==> src/rtl/shift_cmd_issuer_if.sv <==
// Handshake and shifter-side bus of the shift command issuer.
// The slave modport is the issuer. The master modport is the producer,
// consumer and shifter stub that surround it.
interface shift_cmd_issuer_if #(
    parameter int DATA_W = 8,
    parameter int CTRL_W = 3
);
    logic              cmd_valid;
    logic              cmd_ready;
    logic [DATA_W-1:0] cmd_data;
    logic [CTRL_W-1:0] cmd_amt;
    logic [DATA_W-1:0] sh_in;
    logic [CTRL_W-1:0] sh_ctrl;
    logic [DATA_W-1:0] sh_out;
    logic              res_valid;
    logic              res_ready;
    logic [DATA_W-1:0] res_data;
    logic [CTRL_W-1:0] res_amt;
    logic              busy;

    modport slave (
        input  cmd_valid, cmd_data, cmd_amt, sh_out, res_ready,
        output cmd_ready, sh_in, sh_ctrl, res_valid, res_data, res_amt, busy
    );

    modport master (
        output cmd_valid, cmd_data, cmd_amt, sh_out, res_ready,
        input  cmd_ready, sh_in, sh_ctrl, res_valid, res_data, res_amt, busy
    );
endinterface

==> src/rtl/shift_cmd_issuer.sv <==
// Command stage in front of the combinational barrel shifter.
// Commands are queued in a small FIFO. They are driven into the shifter
// from registers, and the shifter output is captured one cycle later.
// Optional feature macro SHIFT_ZERO_BYPASS_EN: when it is defined, an
// amount-0 command skips the shifter. Its data goes straight into the
// result register at the pop edge.
module shift_cmd_issuer #(
    parameter int DATA_W = 8,
    parameter int CTRL_W = 3,
    parameter int DEPTH  = 4
) (
    input  logic                 clk,
    input  logic                 rst_n,
    shift_cmd_issuer_if.slave    bus
);
    localparam int PTR_W = $clog2(DEPTH);
    localparam logic [PTR_W:0] FULL_COUNT = (PTR_W+1)'(DEPTH);

    typedef enum logic {IDLE, DRIVE} state_t;

    state_t            state;
    state_t            next_state;

    logic [DATA_W-1:0] data_mem [DEPTH];
    logic [CTRL_W-1:0] amt_mem  [DEPTH];
    logic [PTR_W-1:0]  wr_ptr;
    logic [PTR_W-1:0]  rd_ptr;
    logic [PTR_W:0]    count;

    logic [DATA_W-1:0] head_data;
    logic [CTRL_W-1:0] head_amt;
    logic              cmd_ready;
    logic              push;
    logic              pop;
    logic              pop_zero;
    logic              pop_drive;
    logic              load_sh;
    logic              capture;

    logic [DATA_W-1:0] sh_in;
    logic [CTRL_W-1:0] sh_ctrl;
    logic              res_valid;
    logic [DATA_W-1:0] res_data;
    logic [CTRL_W-1:0] res_amt;

    assign cmd_ready = (count != FULL_COUNT);
    assign push      = bus.cmd_valid && cmd_ready;
    assign head_data = data_mem[rd_ptr];
    assign head_amt  = amt_mem[rd_ptr];
    assign pop       = (state == IDLE) && (count != '0) && (!res_valid || bus.res_ready);

`ifdef SHIFT_ZERO_BYPASS_EN
    assign pop_zero  = pop && (head_amt == '0);
`else
    assign pop_zero  = 1'b0;
`endif
    assign pop_drive = pop && !pop_zero;

    // FIFO storage; only the pointers need reset, stale entries are never read
    always_ff @(posedge clk) begin
        if (push) begin
            data_mem[wr_ptr] <= bus.cmd_data;
            amt_mem[wr_ptr]  <= bus.cmd_amt;
        end
    end

    // FIFO pointers and occupancy; pointers wrap naturally at the power-of-two depth
    always_ff @(posedge clk or negedge rst_n) begin
        if (!rst_n) begin
            wr_ptr <= '0;
            rd_ptr <= '0;
            count  <= '0;
        end else begin
            if (push) wr_ptr <= wr_ptr + PTR_W'(1);
            if (pop)  rd_ptr <= rd_ptr + PTR_W'(1);
            if (push && !pop)      count <= count + (PTR_W+1)'(1);
            else if (pop && !push) count <= count - (PTR_W+1)'(1);
        end
    end

    // FSM state register
    always_ff @(posedge clk or negedge rst_n) begin
        if (!rst_n) state <= IDLE;
        else        state <= next_state;
    end

    // FSM next state: DRIVE is always a single cycle
    always_comb begin
        next_state = state;
        case (state)
            IDLE:    if (pop_drive) next_state = DRIVE;
            DRIVE:   next_state = IDLE;
            default: next_state = IDLE;
        endcase
    end

    // FSM outputs: load the shifter operands on a normal pop, capture its result in DRIVE
    always_comb begin
        load_sh = 1'b0;
        capture = 1'b0;
        case (state)
            IDLE:    load_sh = pop_drive;
            DRIVE:   capture = 1'b1;
            default: ;
        endcase
    end

    // Shifter operand registers hold their value until the next normal pop
    always_ff @(posedge clk or negedge rst_n) begin
        if (!rst_n) begin
            sh_in   <= '0;
            sh_ctrl <= '0;
        end else if (load_sh) begin
            sh_in   <= head_data;
            sh_ctrl <= head_amt;
        end
    end

    // Result register: a capture beats a consume on the same edge, and data is frozen while stalled
    always_ff @(posedge clk or negedge rst_n) begin
        if (!rst_n) begin
            res_valid <= 1'b0;
            res_data  <= '0;
            res_amt   <= '0;
        end else if (capture) begin
            res_valid <= 1'b1;
            res_data  <= bus.sh_out;
            res_amt   <= sh_ctrl;
        end else if (pop_zero) begin
            res_valid <= 1'b1;
            res_data  <= head_data;
            res_amt   <= head_amt;
        end else if (res_valid && bus.res_ready) begin
            res_valid <= 1'b0;
        end
    end

    assign bus.cmd_ready = cmd_ready;
    assign bus.sh_in     = sh_in;
    assign bus.sh_ctrl   = sh_ctrl;
    assign bus.res_valid = res_valid;
    assign bus.res_data  = res_data;
    assign bus.res_amt   = res_amt;
    assign bus.busy      = (count != '0) || (state == DRIVE) || res_valid;
endmodule

==> src/flat_wrapper.sv <==
// flat-port wrapper written by rule: the top's interface ports become plain ports
module shift_cmd_issuer_flat 
#(
    parameter int DATA_W = 8,
    parameter int CTRL_W = 3,
    parameter int DEPTH  = 4
)
  (clk, rst_n, bus_cmd_valid, bus_cmd_data, bus_cmd_amt, bus_sh_out, bus_res_ready, bus_cmd_ready, bus_sh_in, bus_sh_ctrl, bus_res_valid, bus_res_data, bus_res_amt, bus_busy);
  shift_cmd_issuer_if #(.DATA_W(DATA_W), .CTRL_W(CTRL_W)) bus_i ();
  input  logic clk;
  input  logic rst_n;
  input wire logic [$bits(bus_i.cmd_valid)-1:0] bus_cmd_valid;
  input wire logic [$bits(bus_i.cmd_data)-1:0] bus_cmd_data;
  input wire logic [$bits(bus_i.cmd_amt)-1:0] bus_cmd_amt;
  input wire logic [$bits(bus_i.sh_out)-1:0] bus_sh_out;
  input wire logic [$bits(bus_i.res_ready)-1:0] bus_res_ready;
  output wire logic [$bits(bus_i.cmd_ready)-1:0] bus_cmd_ready;
  output wire logic [$bits(bus_i.sh_in)-1:0] bus_sh_in;
  output wire logic [$bits(bus_i.sh_ctrl)-1:0] bus_sh_ctrl;
  output wire logic [$bits(bus_i.res_valid)-1:0] bus_res_valid;
  output wire logic [$bits(bus_i.res_data)-1:0] bus_res_data;
  output wire logic [$bits(bus_i.res_amt)-1:0] bus_res_amt;
  output wire logic [$bits(bus_i.busy)-1:0] bus_busy;
  assign bus_i.cmd_valid = bus_cmd_valid;
  assign bus_i.cmd_data = bus_cmd_data;
  assign bus_i.cmd_amt = bus_cmd_amt;
  assign bus_i.sh_out = bus_sh_out;
  assign bus_i.res_ready = bus_res_ready;
  assign bus_cmd_ready = bus_i.cmd_ready;
  assign bus_sh_in = bus_i.sh_in;
  assign bus_sh_ctrl = bus_i.sh_ctrl;
  assign bus_res_valid = bus_i.res_valid;
  assign bus_res_data = bus_i.res_data;
  assign bus_res_amt = bus_i.res_amt;
  assign bus_busy = bus_i.busy;
  shift_cmd_issuer #(.DATA_W(DATA_W), .CTRL_W(CTRL_W), .DEPTH(DEPTH)) u_core (.clk(clk), .rst_n(rst_n), .bus(bus_i));
endmodule
==> config.mk <==
export PLATFORM = sky130hd
export DESIGN_NAME = shift_cmd_issuer_flat
export DESIGN_NICKNAME = d
export VERILOG_FILES = /design/src/rtl/shift_cmd_issuer_if.sv /design/src/rtl/shift_cmd_issuer.sv /design/src/flat_wrapper.sv
export SDC_FILE = /design/constraint.sdc
export NUM_CORES = 1
export LEC_CHECK = 0
export CAP_MARGIN = 40
export CELL_PAD_IN_SITES_DETAIL_PLACEMENT = 1
export CELL_PAD_IN_SITES_GLOBAL_PLACEMENT = 1
export CORE_ASPECT_RATIO = 0.9
export CORE_MARGIN = 2
export CORE_UTILIZATION = 41
export DETAILED_ROUTE_END_ITERATION = 12
export PLACE_DENSITY = 0.82
export SLEW_MARGIN = 10
export SYNTH_ARGS = -nofsm -noshare
export SYNTH_HDL_FRONTEND = slang
export SYNTH_SLANG_ARGS = --single-unit
==> constraint.sdc <==
create_clock -name clk -period 2.3 [get_ports clk]
set_clock_uncertainty 0.15 [all_clocks]
set_input_delay 0.23 -clock clk [delete_from_list [all_inputs] [get_ports clk]]
set_output_delay 0.23 -clock clk [all_outputs]
set_load 0.03 [all_outputs]
# Yosys cells after proc, flatten, opt, wreduce, memory -nomap -nowiden
# Memory sizes are Yosys's and may differ from the RTL's. A register that Yosys moved wholly into a read port is not among the register bits.
# Index checks and enable logic that the tools add are counted.
[word_totals]
reg_bits = 20
latchBits = 0
ramBits = 44
mem_bits_ro = 0
inputBits = 23
output_inout_bits = 25
word_cells = 42
memories = 2
[mem_list]
columns = ["memory", "depth", "word_bits", "read_ports", "rd_ports_with_merged_regs", "wr", "line", "source"]
rows = [
  ["u_core.data_mem", 4, 8, 1, 1, 1, "shift_cmd_issuer.sv:24", "logic [DATA_W-1:0] data_mem [DEPTH];"],
  ["u_core.amt_mem", 4, 3, 1, 1, 1, "shift_cmd_issuer.sv:25", "logic [CTRL_W-1:0] amt_mem [DEPTH];"],
]
[op_classes]
n_addsub = 4
mul = 0
div_mod_pow = 0
n_lt_le_gt_ge = 0
n_eq_ne = 1
n_shift = 0
mux = 10
n_bitwise = 1
reduce_logical = 17
[ops]
columns = ["op", "count"]
rows = [
  ["two-way mux 1 bit", 7],
  ["logical AND 1 bit", 6],
  ["two-way mux 3 bit", 2],
  ["zero test 1 bit", 5],
  ["adder 2 x 1 -> 2 bit (second input constant)", 2],
  ["nonzero test 2 bit", 2],
  ["adder 3 x 1 -> 3 bit (second input constant)", 1],
  ["logical OR 1 bit", 3],
  ["!= test 3 bit (second input constant)", 1],
  ["nonzero test 3 bit", 1],
  ["subtractor 3 x 1 -> 3 bit (second input constant)", 1],
  ["one-hot mux 1 bit (2 select lines)", 1],
  ["NOT 1 bit", 1],
]

# Logic depth before layout (Yosys ltp)
# Gate-level depths: netlist (run 1).
[logic_depth]
ltp_word = 6
depth_mapped = 10
ltp_nobuf = 9

# Worst setup path before layout (run 1)
# Ideal clock, no wire load.
[synth_path]
kind = "register to register"
start = "reg u_core.res_valid, in the netlist u_core.bus.res_valid"
end = "reg u_core.count[1]"
setup_time_ns = 0.125
t_arrival_ns = 2.122
required_time_ns = 2.025
path_slack_ns = -0.097
path_stages_with_launch = 9
n_path_buf = 1
period_less_slack_ns = 2.397
path_cell_list = "dfrtp_1 nor2b_1 nor3_4 buf_6 inv_1 ha_1 inv_1 fa_1 mux2_2"
[synth_via]
elab_chain_cells = 6
elab_cells_between_ends = 8
classes_between = "1 x mux; 7 x reduce/logical"
[synth_rtl]
columns = ["element", "line", "source"]
rows = [
  ["start: declaration", "shift_cmd_issuer.sv:42", "logic res_valid;"],
  ["start signal: assignment", "shift_cmd_issuer.sv:122", "res_valid <= 1'b0;"],
  ["start signal: assignment", "shift_cmd_issuer.sv:126", "res_valid <= 1'b1;"],
  ["start signal: assignment", "shift_cmd_issuer.sv:130", "res_valid <= 1'b1;"],
  ["zero test 1 bit (*)", "shift_cmd_issuer.sv:50", "assign pop = (state == IDLE) && (count != '0) && (!res_valid || bus.res_ready);"],
  ["logical OR 1 bit (*)", "shift_cmd_issuer.sv:50", ""],
  ["logical AND 1 bit (*)", "shift_cmd_issuer.sv:50", ""],
  ["zero test 1 bit", "shift_cmd_issuer.sv:76", "if (push && !pop) count <= count + (PTR_W+1)'(1);"],
  ["logical AND 1 bit", "shift_cmd_issuer.sv:76", ""],
  ["two-way mux 3 bit or nonzero test 2 bit (tied branches)", "--", ""],
  ["end signal: assignment", "shift_cmd_issuer.sv:76", ""],
  ["end signal: assignment", "shift_cmd_issuer.sv:77", "else if (pop && !push) count <= count - (PTR_W+1)'(1);"],
  ["end: declaration", "shift_cmd_issuer.sv:28", "logic [PTR_W:0] count;"],
]
# Every way passes the cells marked *; elsewhere a longest branch is shown, timed or not.
# A chain may end at the register's enable or synchronous reset.

# Final worst setup path (run 1)
[layout_path]
start = "reg u_core.state"
end = "out bus_busy"
[layout_via]
elab_chain_cells = 2
[layout_rtl]
columns = ["element", "line", "source"]
rows = [
  ["start: declaration", "shift_cmd_issuer.sv:21", "state_t state;"],
  ["start signal: assignment", "shift_cmd_issuer.sv:84", "else state <= next_state;"],
  ["logical OR 1 bit (2 in a row)", "shift_cmd_issuer.sv:144", "assign bus.busy = (count != '0) || (state == DRIVE) || res_valid;"],
  ["end: declaration", "flat_wrapper.sv:23", "output wire logic [$bits(bus_i.busy)-1:0] bus_busy;"],
]
# No other way between the ends.

==> results summary, run 1 <==
The flow ran to the end, and the final reports show no timing, DRC or antenna violations. Clock-pin slew was measured on the worst setup and hold paths at 0.08 ns. The number of sinks on the clock net came out at 75.

The power density of the placed cells came out at 1440 nW/µm². During placement, the flow inserted port buffers numbering 47. The number of endpoints failing setup at the final stage is 0.

The number of max-slew violations in the final report came out at 0. The biggest area contributor in the post-synthesis netlist is sky130_fd_sc_hd__edfxtp_1. The critical path goes through buf_4 -> nor2_1 -> nand2_1 -> clkdlybuf4s50_1. The worst-path cell with the longest stage delay is sky130_fd_sc_hd__clkdlybuf4s50_1.

The worst setup path is launched from a flop. The warning count from the yosys run is 0. The max-cap check violation count is 0.

The detailed router finished its first iteration with 100 violations. In this run the remaining antenna-violating nets after routing total 0. The area growth from synthesis to layout is 29.0%.

The number of antenna violations at the first check in global routing is 0. The number of top-level pins came out at 48. The required arrival time at the worst endpoint came out at 1.92 ns.

The final cell count without fillers came out at 309. The routed layout has 1492 vias. The number of diodes came out at 0. The width of the chip came out at 93.3 µm. The maximum number of buffers from clock root to sink came out at 2.

The largest fanout of any net on the critical path is 14. The first global-routing pass estimated 8380 µm of wire. The final routed DRC violation total came out at 0. After detailed routing, the number of vias per cell comes to 4.83.

In this run the static leakage power is 1.44 nW. CTS placed an instance of sky130_fd_sc_hd__clkbuf_8 at the clock tree root. Summed over all layers, the global routing overflow is 0. The hold violation count in the final report is 0. For this run, the slowest stage of the critical path takes 0.66 ns. The combined global-route utilization of all metal layers is 14.4%.

The worst min-delay path class is primary input to asynchronous set/reset pin. The routed wirelength normalized by instance count came out at 16.7 µm. The area enclosed by the die boundary came out at 7880 µm².

The peak clock frequency supported by timing is 463 MHz. The setup path with the least slack is of type flop to primary output. After the last flow step, the layout net total stands at 240. The initial utilization of the core area, before any placement, comes to 42.0%.

The part of the Yosys area used for sequential elements came out at 71.2%. The maximum ir drop on the vdd rail is 0.000681 V. The congestion estimate from routability-driven global placement came to 0.636. The height of the die came out at 84.4 µm. The cell area after technology mapping is 2940 µm². In the final layout, the share of cells above drive strength 1 is 31.0%. Clock latency on the worst-skew pair, taken at its later pin, is 0.34 ns. The H-tree generated during clock tree synthesis spans 3 levels. The number of detailed-routing iterations run before antenna repair is 4. The TritonCTS clock tree is yes.

Synthesis produced 146 cells. The setup TNS is 0 ns. Of the post-synthesis cell area, the dominant cell type holds 44.9%. Counting every net in the synthesized netlist gives 175. At the worst endpoint, the arrival time is 1.78 ns. Subtracting the final worst setup slack from the clock period gives 2.16 ns. The synthesized area divided by synthesized cell count came out at 20.2 µm². In the finished design, the share of the clock period the worst path needs comes to 93.9%. The total clock buffers created by CTS came out at 9. The worst setup path is captured at a primary output. The initialized floorplan defines 29 standard-cell rows.

In this run, distinct cell masters in the synthesized netlist total 23. The placed instance count is 292. The via count of the first global-routing pass is 1610. The placeable core region came out at 7000 µm². For this block, the routed nets add up to 5150 µm of wire. Once detailed placement completed, the half-perimeter wirelength came to 3630 µm. The pin count of the biggest net entering global routing is 32. The synthesized flop and latch total is 75. The slew at the pin with the worst max-slew slack came out at 0.559 ns.

By area the synthesized netlist is led by sky130_fd_sc_hd__edfxtp_1, sky130_fd_sc_hd__dfrtp_1, sky130_fd_sc_hd__mux2_2, sky130_fd_sc_hd__mux4_2, sky130_fd_sc_hd__mux2_4. The worst-case headroom to the max-slew limit is 62.7%.
==> synthesized netlist by cell type <==
cell type,instances
sky130_fd_sc_hd__nor3_2,1
sky130_fd_sc_hd__nand2_1,2
sky130_fd_sc_hd__nor4b_1,1
sky130_fd_sc_hd__clkbuf_1,2
sky130_fd_sc_hd__and2_1,4
sky130_fd_sc_hd__mux4_1,3
sky130_fd_sc_hd__fa_1,1
sky130_fd_sc_hd__mux2_4,8
sky130_fd_sc_hd__nor2b_1,1
sky130_fd_sc_hd__a21boi_2,1
sky130_fd_sc_hd__nor2_1,3
sky130_fd_sc_hd__mux4_2,8
sky130_fd_sc_hd__mux2_2,16
sky130_fd_sc_hd__xor2_1,4
sky130_fd_sc_hd__buf_2,1
sky130_fd_sc_hd__buf_6,2
sky130_fd_sc_hd__edfxtp_1,44
sky130_fd_sc_hd__dfrtp_1,31
sky130_fd_sc_hd__inv_1,4
sky130_fd_sc_hd__or2_2,1
sky130_fd_sc_hd__xnor2_1,2
sky130_fd_sc_hd__nor3_4,1
sky130_fd_sc_hd__ha_1,5
==> area by class of cell <==
cell class / count / area (µm²)
timing repair buffer: 59 / 561
inverter: 4 / 15.0
clock buffer: 13 / 170
multi-input combinational: 62 / 813
sequential: 75 / 2100
clock inverter: 3 / 21.3
tap: 93 / 116
fill: 638 / 3210
==> metal layers <==
layer	up-vias	wire [µm]	track usage, %
met1	756	2230	18.3
met2	54	2530	23.7
met5	-	0	0
met4	0	40	2.41
li1	678	-	-
met3	4	340	6.10
==> through the flow <==
| step | hold WS [ns] | instance area, µm² | setup WS (ns) | util (%) | power (mW) |
|---|---|---|---|---|---|
| 4_1_cts | 0.153 | 3780 | 0.0272 | 54.0 | 5.50 |
| 3_5_place_dp | 0.347 | 3590 | 0.0139 | 51.2 | 4.55 |
| 2_1_floorplan | -0.216 | 2950 | 0.0319 | - | 3.72 |
| 3_3_place_gp | 0.339 | 3590 | 0.105 | 51.2 | 4.45 |
| 5_1_grt | 0.163 | 3800 | -0.000619 | 54.2 | 5.79 |
| 6_report | 0.143 | 3800 | 0.141 | 54.2 | 5.45 |
==> worst paths after layout <==
kind	cells after the start	endpoint	slack (ns)	startpoint
setup reg to reg	9	u_core.count[2]$_DFFE_PN0P_	0.15	u_core.count[2]$_DFFE_PN0P_
hold / removal	2	u_core.bus.res_amt[1]$_DFFE_PN0P_	0.14	rst_n
min in group clk	2	u_core.bus.res_data[7]$_DFFE_PN0P_	0.36	bus_sh_out[7]
hold reg to reg	1	u_core.bus.res_data[1]$_DFFE_PN0P_	0.36	u_core.bus.res_data[1]$_DFFE_PN0P_
setup / recovery	4	bus_busy	0.14	u_core.state$_DFF_PN0_
max in group asynchronous	2	u_core.count[1]$_DFFE_PN0P_	1.55	rst_n
==> registers in the layout, summed over array words and instances (netlist names) <==
name                  count
u_core.bus.sh_in          8
u_core.data_mem          32
u_core.count              3
u_core.rd_ptr             2
u_core.bus.res_data       8
u_core.amt_mem           12
u_core.bus.sh_ctrl        3
u_core.wr_ptr             2
u_core.bus.res_amt        3
u_core.state              1
u_core.bus.res_valid      1
==> timing repair <==
item,CTS,global route
hold buffers,0,0
buffers inserted,0,1
gates resized for setup,0,4
endpoints found under the setup margin,0,2
==> critical path: cells and delay by family, from the launching register on <==
family / cells / cell delay [ns]
buf+inv: 2 / 0.90
simple gates: 2 / 0.14
flops: 1 / 0.40
==> report_power, final <==
part	internal [mW]	switching, mW	total [mW]
registers	1.90	0.309	2.21
logic	1.22	1.08	2.30
clock network	0.488	0.458	0.946
total	3.61	1.85	5.45
==> layout by cell type (no fill, tap or decap) <==
cell	instances
sky130_fd_sc_hd__a21boi_2	1
sky130_fd_sc_hd__and2_1	4
sky130_fd_sc_hd__buf_4	12
sky130_fd_sc_hd__clkbuf_1	2
sky130_fd_sc_hd__clkbuf_16	1
sky130_fd_sc_hd__clkbuf_8	10
sky130_fd_sc_hd__clkdlybuf4s50_1	47
sky130_fd_sc_hd__clkinv_2	1
sky130_fd_sc_hd__clkinv_4	1
sky130_fd_sc_hd__clkinvlp_4	1
sky130_fd_sc_hd__dfrtp_1	28
sky130_fd_sc_hd__dfrtp_2	3
sky130_fd_sc_hd__edfxtp_1	44
sky130_fd_sc_hd__fa_1	1
sky130_fd_sc_hd__ha_1	4
sky130_fd_sc_hd__ha_2	1
sky130_fd_sc_hd__inv_1	4
sky130_fd_sc_hd__mux2_2	16
sky130_fd_sc_hd__mux2_4	8
sky130_fd_sc_hd__mux4_1	3
sky130_fd_sc_hd__mux4_2	8
sky130_fd_sc_hd__nand2_1	2
sky130_fd_sc_hd__nor2_1	3
sky130_fd_sc_hd__nor2b_4	1
sky130_fd_sc_hd__nor3_4	2
sky130_fd_sc_hd__nor4b_1	1
sky130_fd_sc_hd__or2_2	1
sky130_fd_sc_hd__xnor2_1	2
sky130_fd_sc_hd__xor2_1	4
==> cells by family after synthesis <==
family | share of synthesized area, %
xor gates and xnor gates | 1.78
and+or+nand+nor | 3.10
adders and majority gates | 2.80
muxes | 19.0
buffers and inverters | 1.70
DFF | 71.2
AOI/OAI and AO/OA | 0.382
(Power assumes the default switching activity.)
==> run 2, diff against run 1 <==
SETUP_SLACK_MARGIN = 0.15   (was unset)
==> results summary, run 2 (synthesized netlist as in run 1, its figures left out) <==
TritonCTS built the clock tree. The routed wirelength normalized by instance count is 17.0 µm (+2.4%). The worst setup path is launched from a flop.

The part of the power in the clock network came to 16.3% (-1.0 points). The depth of the worst register-to-register path came out at 9 (unchanged). The hold violation count in the final report came out at 0 (unchanged). From synthesis to final layout, the design area changed by 29.5%. The aggregate routed wire length is 5300 µm (+3.0%).

The leakage power figure is 1.44 nW (-0.23%). The area of the multi-input gates is 826 µm² (+1.5%). The largest fanout of any net on the critical path is 4 (-10). The number of DRC markers after the initial detailed-route iteration came out at 56 (-44%). The detailed-route vias per instance is 4.95 (+2.4%). The number of top-level pins came to 48 (unchanged). The top cell types in the final layout, fill and taps aside, are sky130_fd_sc_hd__clkdlybuf4s50_1, sky130_fd_sc_hd__edfxtp_1, sky130_fd_sc_hd__dfrtp_1. The slew at the pin with the worst max-slew slack is 0.581 ns (+0.0218 ns). The share of final-layout standard cells stronger than drive strength 1 came out at 33.9% (+2.9 points).

The worst-case headroom to the max-slew limit is 61.3% (-1.5 points). The placed instance count came out at 290 (-0.68%). The number of buffers inserted by port buffering was 47 (unchanged). Setup repair after global routing left no endpoint under its margin. The finished layout cell area is 3810 µm² (+0.43%).

The final cell count without fillers is 311 (+0.65%). The combined global-route utilization of all metal layers came out at 14.8% (+0.35 points). The number of max-slew violations in the final report came out at 0 (unchanged). The via count of the first global-routing pass came out at 1650 (+2.5%). The number of filler instances in the final layout is 639 (+0.16%). The number of placement rows was 29 (unchanged). The placeable core region is 7000 µm² (unchanged). The relative contribution of sequential cells to total power is 39.8% (-0.7 points). The critical path goes through nor3_4 -> nor3_4 -> inv_4 -> ha_4 -> inv_2 -> fa_2 -> xor2_1 -> nor2_1 -> xor2_1. The peak clock frequency supported by timing came out at 493 MHz (+6.5%). The final routed DRC violation total is 0 (unchanged). The required arrival time at the worst endpoint is 2.42 ns (+0.50 ns). The combinational cell fraction of total power is 43.9% (+1.8 points). The height of the die came to 84.4 µm (unchanged). The worst path buffer plus inverter count was 2 (unchanged). The area enclosed by the die boundary came out at 7880 µm² (unchanged). The net switching power was 1.90 mW (+2.9%). The path class of the tightest hold or removal check is primary input to asynchronous set/reset pin. The number of antenna violations at the first check in global routing came out at 0 (unchanged). The placed wire-length estimate after detailed placement was 3550 µm (-2.1%).

The routed via count is 1538 (+3.1%). The wire length of the first global-routing pass came out at 8490 µm (+1.4%). The number of detailed-routing iterations run before antenna repair was 4 (unchanged). The setup TNS came out at 0 ns (unchanged). Leaving out fill and tap cells, the most frequent cell in the layout is sky130_fd_sc_hd__clkdlybuf4s50_1. The count of hold-fix buffers inserted at cts came to 0 (unchanged). The largest stage delay on the critical path was 0.44 ns (-0.22 ns).

The number of nets in the layout is 242 (+0.83%). The maximum number of buffers from clock root to sink came to 2 (unchanged). The count of H-tree levels built during CTS was 3 (unchanged).

The power density of the placed cells was 1440 nW/µm² (about the same). The root buffer cell is sky130_fd_sc_hd__clkbuf_8. The initial core utilization came out at 42.0% (unchanged). The max-cap check violation count came out at 0 (unchanged). The flip-flop count of the largest register after layout came out at 32 (unchanged).

The cell area reported after detailed placement is 3590 µm² (+0.17%). The CTS clock-pin slew for the worst setup and hold paths is 0.08 ns (about the same). The total clock buffers created by CTS came out at 9 (unchanged). The worst path arrival time was 2.14 ns (+0.36 ns). The ratio of final minimum period to clock period came out at 88.1% (-5.7 points). In this run the critical register-to-register path is launched from u_core.count[0]$_DFFE_PN0P_. The sequential cell area came out at 2100 µm² (unchanged). The depth of the critical timing path with buffers and inverters included is 9 (+5). The run finished with clean final reports. The pin count of the biggest net entering global routing was 32 (unchanged). The number of diodes is 0 (unchanged). The number of endpoints failing setup at the final stage is 0 (unchanged). The remaining global-route overflow is 0 (unchanged). The fraction of power spent switching nets is 34.7% (+0.80 points). The clock latency on the worst-skew pair came out at 0.34 ns (about the same). The total chip power is 5.48 mW (+0.52%). The internal portion of total power came out at 3.58 mW (-0.70%). In the final layout, the registers with the most flip-flops are u_core.data_mem (32), u_core.amt_mem (12). The weighted congestion reported at the end of routability-driven placement came out at 0.663 (+4.3%). The register-to-register setup slack is 0.27 ns (+0.12 ns). On the critical path, the stage with the largest delay is an instance of sky130_fd_sc_hd__dfrtp_2. The number of sinks on the clock net came to 75 (unchanged).

The maximum ir drop on the vdd rail was 0.000640 V (-6.0%). The reg-to-reg endpoint is u_core.count[2]$_DFFE_PN0P_. The critical path start-end classification is flop to flop. The final period demand of the worst path came out at 2.03 ns (-0.131 ns). Ranked by flip-flop count, first place goes to u_core.data_mem.

The cell family with the largest share of critical-path delay is simple AND/OR/NAND/NOR gates. The residual antenna-violating net count after detailed routing is 0 (unchanged). The width of the chip is 93.3 µm (unchanged).

STA classifies the critical path endpoint as a flop.
run 2: changes by cell type in the layout (fill, tap and decap cells not counted), moves of 2 or more:
cell	change
sky130_fd_sc_hd__buf_4	+2
sky130_fd_sc_hd__clkbuf_1	-2
sky130_fd_sc_hd__clkinvlp_4	+2
sky130_fd_sc_hd__inv_1	-2
run 2: layout make-up:
type                       instances  share of cell area, %
clock inverter                     6                   1.08
multi-input combinational         62                   21.7
timing repair buffer              61                   15.1
clock buffer                      10                   3.61
sequential                        75                   55.1
inverter                           4                  0.459
tap                               93                   3.05
run 2: how the worst max path moves through the flow:
stage | startpoint | to | slack, ns
after floorplan | u_core.bus.res_valid$_DFFE_PN0P_ | u_core.count[1]$_DFFE_PN0P_ | 0.11
after global placement | bus_res_ready | u_core.count[1]$_DFFE_PN0P_ | 0.15
after detailed placement | bus_res_ready | u_core.count[2]$_DFFE_PN0P_ | 0.08
after CTS | u_core.count[2]$_DFFE_PN0P_ | u_core.count[2]$_DFFE_PN0P_ | 0.16
after global routing | u_core.count[0]$_DFFE_PN0P_ | u_core.count[2]$_DFFE_PN0P_ | 0.19
final | u_core.count[0]$_DFFE_PN0P_ | u_core.count[2]$_DFFE_PN0P_ | 0.27
run 2: layer usage:
layer / up-vias / global-route usage (%) / part of all wire, % / wire length, µm
li1: 690 / - / - / -
met1: 786 / 17.3 / 42 / 2240
met2: 55 / 24.8 / 50 / 2670
met3: 7 / 5.48 / 6.2 / 331
met4: 0 / 5.61 / 1.2 / 64
met5: - / 0 / 0 / 0
run 2: power groups by stage:
| stage | clock (mW) | sequential (mW) | combinational (mW) |
|---|---|---|---|
| finish | 0.894 | 2.18 | 2.41 |
| global route | 0.985 | 2.24 | 2.59 |
| CTS | 0.928 | 2.20 | 2.38 |
| detailed placement | 0 | 2.22 | 2.38 |
| global placement | 0 | 2.19 | 2.30 |
| floorplan | 0 | 2.54 | 1.22 |
run 2: metrics by stage:
stage | hold WS [ns] | util [%] | setup slack, ns
global route | 0.169 | 54.5 | 0.189
global placement | 0.338 | 51.3 | 0.151
floorplan | -0.216 | - | 0.111
finish | 0.140 | 54.5 | 0.273
detailed placement | 0.348 | 51.3 | 0.0765
CTS | 0.143 | 53.9 | 0.164
run 2: repair_timing:
item,in CTS,in global routing
setup buffers,0,5
gates resized for setup,1,3
pin swaps,0,3
endpoints found under the setup margin,1,1
cloned,0,0
